**src/rtl/pe_sched_if.sv**
```systemverilog
// Handshake bundle between layer control, the tile scheduler and the PE array.
// The slave side is the scheduler; master is whatever drives start and the PE pulses.
interface pe_sched_if #(
  parameter int NUM_PE = 4,
  parameter int TILE_W = 16
);
  logic              start;
  logic [TILE_W-1:0] tile_total;
  logic [NUM_PE-1:0] pe_done_i;
  logic [NUM_PE-1:0] pe_err_i;
  logic [NUM_PE-1:0] pe_start;
  logic [TILE_W-1:0] pe_tile_id;
  logic [NUM_PE-1:0] pe_busy;
  logic [TILE_W-1:0] tiles_done;
  logic              busy;
  logic              done;
  logic              err;

  modport slave (
    input  start, tile_total, pe_done_i, pe_err_i,
    output pe_start, pe_tile_id, pe_busy, tiles_done, busy, done, err
  );

  modport master (
    output start, tile_total, pe_done_i, pe_err_i,
    input  pe_start, pe_tile_id, pe_busy, tiles_done, busy, done, err
  );
endinterface

```
**src/rtl/pe_sched.sv**
```systemverilog
// Round-robin tile dispatcher sharing NUM_PE processing elements across the tiles of one layer.
//
// state      | meaning
// S_IDLE     | waiting for start; outputs hold last layer's result
// S_DISPATCH | granting one tile per cycle to the next idle PE
// S_DRAIN    | all tiles issued, waiting for outstanding completions
// S_DONE     | one-cycle layer-complete pulse
// S_ERR      | error seen, no more grants; waits for busy PEs to finish
module pe_sched #(
  parameter int NUM_PE = 4,
  parameter int TILE_W = 16
) (
  input  logic      clk,
  input  logic      rst,
  pe_sched_if.slave bus
);
  localparam int            PW      = (NUM_PE > 1) ? $clog2(NUM_PE) : 1;
  localparam logic [PW-1:0] LAST_PE = PW'(NUM_PE - 1);

  typedef enum logic [2:0] {S_IDLE, S_DISPATCH, S_DRAIN, S_DONE, S_ERR} state_t;

  state_t            state_q, state_d;
  logic [TILE_W-1:0] total_q, total_d;
  logic [TILE_W-1:0] issued_q, issued_d;
  logic [TILE_W-1:0] tiles_done_q, tiles_done_d;
  logic [TILE_W-1:0] tile_id_q, tile_id_d;
  logic [NUM_PE-1:0] pe_start_q, pe_start_d;
  logic [NUM_PE-1:0] pe_busy_q, pe_busy_d;
  logic [PW-1:0]     last_q, last_d;
  logic              err_q, err_d;

  logic              start_acc, err_hit, grant_en, gnt_found;
  logic [PW-1:0]     gnt_idx;
  logic [NUM_PE-1:0] gnt_oh, done_vld;
  logic [TILE_W-1:0] done_cnt;
  logic              busy_c, done_c;

  // First idle PE strictly after the last grant, wrapping modulo NUM_PE.
  always_comb begin
    logic [PW-1:0] p;
    p         = '0;
    gnt_found = 1'b0;
    gnt_idx   = '0;
    for (int k = 1; k <= NUM_PE; k++) begin
      p = PW'((int'(last_q) + k) % NUM_PE);
      if (!gnt_found && !pe_busy_q[p]) begin
        gnt_found = 1'b1;
        gnt_idx   = p;
      end
    end
    gnt_oh = NUM_PE'(1) << gnt_idx;
  end

  always_comb begin
    start_acc = (state_q == S_IDLE) && bus.start;
    err_hit   = ((state_q == S_DISPATCH) || (state_q == S_DRAIN)) && (|bus.pe_err_i);
    grant_en  = (state_q == S_DISPATCH) && !err_hit && (issued_q < total_q) && gnt_found;
    done_vld  = bus.pe_done_i & pe_busy_q;
    done_cnt  = '0;
    for (int i = 0; i < NUM_PE; i++) begin
      done_cnt = done_cnt + TILE_W'(done_vld[i]);
    end

    total_d      = start_acc ? bus.tile_total : total_q;
    issued_d     = start_acc ? '0 : issued_q + TILE_W'(grant_en);
    tiles_done_d = start_acc ? '0 : tiles_done_q + done_cnt;
    err_d        = start_acc ? 1'b0 : (err_q | err_hit);
    last_d       = start_acc ? LAST_PE : (grant_en ? gnt_idx : last_q);
    pe_start_d   = grant_en ? gnt_oh : '0;
    tile_id_d    = grant_en ? issued_q : '0;
    // A busy PE is never granted, so clear and set never target the same bit.
    pe_busy_d    = (pe_busy_q & ~done_vld) | pe_start_d;
  end

  always_ff @(posedge clk) begin
    if (rst) state_q <= S_IDLE;
    else     state_q <= state_d;
  end

  always_comb begin
    state_d = state_q;
    case (state_q)
      S_IDLE:     if (bus.start) state_d = (bus.tile_total == '0) ? S_DONE : S_DISPATCH;
      S_DISPATCH: if (err_hit) state_d = S_ERR;
                  else if (issued_d == total_q) state_d = S_DRAIN;
      S_DRAIN:    if (err_hit) state_d = S_ERR;
                  else if ((tiles_done_q == total_q) && (pe_busy_q == '0)) state_d = S_DONE;
      S_DONE:     state_d = S_IDLE;
      S_ERR:      if (pe_busy_q == '0) state_d = S_IDLE;
      default:    state_d = S_IDLE;
    endcase
  end

  always_comb begin
    busy_c = (state_q == S_DISPATCH) || (state_q == S_DRAIN) || (state_q == S_ERR);
    done_c = (state_q == S_DONE);
  end

  always_ff @(posedge clk) begin
    if (rst) begin
      total_q      <= '0;
      issued_q     <= '0;
      tiles_done_q <= '0;
      tile_id_q    <= '0;
      pe_start_q   <= '0;
      pe_busy_q    <= '0;
      last_q       <= LAST_PE;
      err_q        <= 1'b0;
    end else begin
      total_q      <= total_d;
      issued_q     <= issued_d;
      tiles_done_q <= tiles_done_d;
      tile_id_q    <= tile_id_d;
      pe_start_q   <= pe_start_d;
      pe_busy_q    <= pe_busy_d;
      last_q       <= last_d;
      err_q        <= err_d;
    end
  end

  assign bus.pe_start   = pe_start_q;
  assign bus.pe_tile_id = tile_id_q;
  assign bus.pe_busy    = pe_busy_q;
  assign bus.tiles_done = tiles_done_q;
  assign bus.busy       = busy_c;
  assign bus.done       = done_c;
  assign bus.err        = err_q;
endmodule
```
**src/flat_wrapper.sv**
```systemverilog
// flat-port wrapper written by rule: the top's interface ports become plain ports
module pe_sched_flat 
#(
  parameter int NUM_PE = 4,
  parameter int TILE_W = 16
)
  (clk, rst, bus_start, bus_tile_total, bus_pe_done_i, bus_pe_err_i, bus_pe_start, bus_pe_tile_id, bus_pe_busy, bus_tiles_done, bus_busy, bus_done, bus_err);
  pe_sched_if #(.NUM_PE(NUM_PE), .TILE_W(TILE_W)) bus_i ();
  input  logic clk;
  input  logic rst;
  input wire logic [$bits(bus_i.start)-1:0] bus_start;
  input wire logic [$bits(bus_i.tile_total)-1:0] bus_tile_total;
  input wire logic [$bits(bus_i.pe_done_i)-1:0] bus_pe_done_i;
  input wire logic [$bits(bus_i.pe_err_i)-1:0] bus_pe_err_i;
  output wire logic [$bits(bus_i.pe_start)-1:0] bus_pe_start;
  output wire logic [$bits(bus_i.pe_tile_id)-1:0] bus_pe_tile_id;
  output wire logic [$bits(bus_i.pe_busy)-1:0] bus_pe_busy;
  output wire logic [$bits(bus_i.tiles_done)-1:0] bus_tiles_done;
  output wire logic [$bits(bus_i.busy)-1:0] bus_busy;
  output wire logic [$bits(bus_i.done)-1:0] bus_done;
  output wire logic [$bits(bus_i.err)-1:0] bus_err;
  assign bus_i.start = bus_start;
  assign bus_i.tile_total = bus_tile_total;
  assign bus_i.pe_done_i = bus_pe_done_i;
  assign bus_i.pe_err_i = bus_pe_err_i;
  assign bus_pe_start = bus_i.pe_start;
  assign bus_pe_tile_id = bus_i.pe_tile_id;
  assign bus_pe_busy = bus_i.pe_busy;
  assign bus_tiles_done = bus_i.tiles_done;
  assign bus_busy = bus_i.busy;
  assign bus_done = bus_i.done;
  assign bus_err = bus_i.err;
  pe_sched #(.NUM_PE(NUM_PE), .TILE_W(TILE_W)) u_core (.clk(clk), .rst(rst), .bus(bus_i));
endmodule
```
**config.mk**
```make
export PLATFORM = sky130hd
export DESIGN_NAME = pe_sched_flat
export DESIGN_NICKNAME = d
export VERILOG_FILES = /design/src/rtl/pe_sched_if.sv /design/src/rtl/pe_sched.sv /design/src/flat_wrapper.sv
export SDC_FILE = /design/constraint.sdc
export NUM_CORES = 1
export LEC_CHECK = 0
export ABC_AREA = 1
export CAP_MARGIN = 20
export CORE_ASPECT_RATIO = 0.8
export CORE_MARGIN = 2
export CORE_UTILIZATION = 57
export CTS_BUF_LIST = sky130_fd_sc_hd__clkbuf_4 sky130_fd_sc_hd__clkbuf_8
export DETAILED_ROUTE_END_ITERATION = 8
export GPL_TIMING_DRIVEN = 0
export PLACE_DENSITY_LB_ADDON = 0.05
export SYNTH_ARGS = -nofsm -noshare
export SYNTH_HDL_FRONTEND = slang
export SYNTH_SLANG_ARGS = --single-unit
```
**constraint.sdc**
```tcl
create_clock -name clk -period 4.6 [get_ports clk]
set_input_delay 0.69 -clock clk [delete_from_list [all_inputs] [get_ports clk]]
set_output_delay 0.69 -clock clk [all_outputs]
set_load 0.05 [all_outputs]
```
==> summary.txt <==
Status
  – Status: finished clean

Synth
  – Register bit count reported by yosys: 78
  – Top-area cell type share of the netlist area: a little over a third
  – Netlist cell types: 35
  – Synth Cell Area: 4280 um2
  – Gate count of the mapped netlist: between 600 and 700
  – YS warnings: 0
  – Synth area leader: dfxtp_1
  – Sequential element share of the synthesized area: 36.5%
  – Synth area leaders: dfxtp_1, nand2_1, inv_1
  – Syn nets: between 600 and 700
  – Syn Area/Cell: ~7 um2

Place
  – RD Place Congestion: between 0.9 and 1
  – Post-place setup slack: about 0.31 ns
  – Number of I/O port buffers: just under 70
  – Dpl hpwl: around 9300 um
  – Placed cell area: around 5100 um2

Global route
  – Largest net degree at the start of global routing: 14
  – Grt ovf: 0
  – Initial antenna violation count: 0
  – First-pass GRT wire length: 18900 um
  – GRT Resource Usage Total: about 30%
  – Vias in the first global route: 4042

Detailed routing
  – Residual DRC: 0
  – Via count: roughly 4400
  – DRT iter0 DRCs: approximately 380
  – Post-DR vias/cell: ~5.6
  – First drt pass iteration count: 5
  – Wire per inst: roughly 15 um
  – ANT nets after route: 0
  – Final WL: 11800 um

STA
  – Post-route minimum period: between 4 and 5 ns
  – Setup ws final: between 0.5 and 0.6 ns
  – Measured slew at the worst slew-check pin: around 0.76 ns
  – # setup viols final: 0
  – Slew HR: 49.0%
  – Hold Vio Cnt, Final: 0
  – Fin Setup TNS: 0 ns
  – Pins Over Slew Limit: 0
  – Fmax: 250 MHz
  – Fin crit share: around 87%
  – Skew final: roughly 0.0073 ns
  – RSZ-0062 raised after global routing: false

Setup path
  – CP startpoint kind: primary input
  – Slowest stage delay, CP: approximately 0.55 ns
  – CP dominant cell by count: nand2_1
  – CP endpoint kind: flip-flop
  – CP Class: primary input to flip-flop
  – Worst-path cell chain: clkdlybuf4s50_1 > or4_1 > o21ai_0 > nand2_1 > nor3_2 > nand2_1 > inv_2 > ha_1 > nand2_1 > nor2_1 > buf_4 > nand2_1 > o21ai_1 > nand2_1 > nand2_1 > nand2_1 > nor2_1 > nand2_1 > nor2_1 > nand2_1 > nand2_1 > o21ai_0 > nand2_1 > inv_1
  – Max Fanout on Critical Path: 10
  – Top delay family on crit path: simple AND/OR/NAND/NOR gates
  – WP data required: between 4 and 5 ns
  – Crit-path slowest cell: or4_1
  – Critical Path AT: 4.27 ns
  – CP bufs+invs: 4

Power and ir drop
  – Worst vdd ir: between 0.3 and 0.4 mV
  – Internal power: ~1.3 mW
  – Logic pwr share: 43.6%
  – LEAKAGE: between 2 and 2.5 nW
  – Pwr dens: between 400 and 500 nW/um2
  – Sw Ratio: 44.1%
  – Net Sw Power: 1.06 mW
  – Clk network pwr share: between 20% and 30%
  – Seq pwr share: 34.9%

Floorplan
  – DIE AREA: between 8000 and 9000 um2
  – Die H: roughly 82 um
  – Starting Density: 58.2%
  – Rows: 28
  – Core area: between 7000 and 8000 um2
  – I/O pin cnt: 70
  – DIE WIDTH: just over 100 um

Finish
  – Register area: about 1600 um2
  – Share of cells above drive strength 1: 6.51%
  – Antenna Cells: 0
  – FILL cells: 634
  – Area added between synthesis and finish: 22.9%
  – Area of the multi-input gates: about 2300 um2
  – Core Util, Final: slightly above 70%
  – Final Cell Area: 5260 um2
  – Nets@finish: 754

Clock tree
  – Setup Buffers After CTS: 0
  – CTS tree: built
  – CTS Buffer Depth: 2
  – Clock sink total: 78
  – CTS resizes: 0
  – CTS buffer count: 9
  – H-tree depth: 3
  – Root Driver: clkbuf_8
  – Clock latency on the worst-skew pair: 0.37 ns
  – Reg clk slew, reported paths: roughly 0.08 ns
  – CTS hold repair buffers: 0

Flow run
  – Max Cap Violations: 0

Hold path
  – Hold Path Class: flip-flop to flip-flop
==> cell usage after synthesis <==
cell type / n
nor2_1: 75
nand4_1: 25
nand3_1: 38
inv_2: 2
clkbuf_1: 11
nor4_1: 8
xor2_1: 5
fa_1: 2
o21ai_0: 36
buf_2: 1
nor2_2: 10
nor3_2: 1
o21ai_1: 8
buf_6: 1
nand2_2: 1
buf_4: 2
dfxtp_1: 78
xnor2_1: 5
or4_1: 1
a211oi_1: 2
a21oi_1: 38
nor3b_1: 1
o21ai_2: 4
or2_2: 5
inv_1: 83
a21o_1: 1
ha_1: 22
or2_4: 1
nand3_2: 1
o211ai_1: 2
nor3_1: 7
nand3b_1: 4
xor2_2: 1
nand2_1: 141
nand2_4: 1
==> final cells by class <==
cell class                      count  share of cell area [%]
Clock inverter                      6                    1.21
Inverter                           85                    6.06
Buffer                             15                    1.38
Multi-Input combinational cell    446                    44.3
Tap cell                           90                    2.14
Clock buffer                        9                    2.35
Sequential cell                    78                    29.7
Timing Repair Buffer               68                    12.9
==> worst paths after layout <==
check / from / endpoint / slack (ns) / cells after the start
worst max-delay path: bus_pe_err_i[1] / u_core.state_q[0] / 0.60 / 24
worst min-delay path: u_core.bus.err / u_core.bus.err / 0.46 / 2
worst max register to register: u_core.total_q[9] / u_core.state_q[0] / 0.83 / 26
worst min register to register: u_core.bus.err / u_core.bus.err / 0.46 / 2
==> sequential cells by signal, summed over array words and instances, names as in the netlist <==
signal	flops
u_core.bus.pe_tile_id	16
u_core.bus.tiles_done	16
u_core.issued_q	16
u_core.total_q	16
u_core.bus.pe_busy	4
u_core.bus.pe_start	4
u_core.state_q	3
u_core.last_q	2
u_core.bus.err	1
==> power by group through the flow <==
| stage | combinational (mW) | clock [mW] | sequential (mW) |
|---|---|---|---|
| 2_1_floorplan | 0.675 | 0 | 0.888 |
| 3_3_place_gp | 0.990 | 0 | 0.848 |
| 3_5_place_dp | 1.02 | 0 | 0.850 |
| 4_1_cts | 1.03 | 0.514 | 0.834 |
| 5_1_grt | 1.15 | 0.542 | 0.844 |
| 6_report | 1.04 | 0.513 | 0.836 |
==> tightest hold or removal path, stage by stage (launching register included) <==
cell     delay [ns]
dfxtp_1        0.32
inv_1          0.05
a21oi_1        0.05
==> per-layer routing <==
layer	global-route usage, %	up-vias	part of all wire (%)
met5	0	-	0
met4	8.38	0	1.5
met3	7.06	20	8.4
met2	47.3	171	45
met1	40.8	2052	46
li1	-	2189	-
==> per-stage QoR <==
step,power [mW],hold slack (ns),instances
detailed placement,1.87,0.451,782
global route,2.54,0.490,797
global placement,1.84,0.443,782
CTS,2.37,0.463,797
finish,2.39,0.463,797
floorplan,1.56,0.439,624
==> placed cells by master, fill, tap and decap left out, types with 7 or more instances in the layout <==
cell type and n:
o21ai_0 36, nand3_1 38, nor4_1 8, ha_1 22
dfxtp_1 78, inv_1 83, nor2_2 10, nor3_1 7
o21ai_1 8, nand4_1 25, nand2_1 141, a21oi_1 38
nor2_1 75, clkbuf_8 9, clkbuf_1 11, clkdlybuf4s50_1 68
==> logic make-up (layout without fill, tap and decap cells) <==
kind of cell | Yosys count | in the layout | share of synthesized area [%]
DFF | 78 | 78 | 36.5
AOI/OAI and AO/OA | 91 | 91 | 11.3
buffers and inverters | 100 | 183 | 9.14
xor gates and xnor gates | 11 | 11 | 2.42
and+or+nand+nor | 320 | 320 | 33.3
adders and majority gates | 24 | 24 | 7.36
Note: power is estimated with default switching activity, not from simulation.
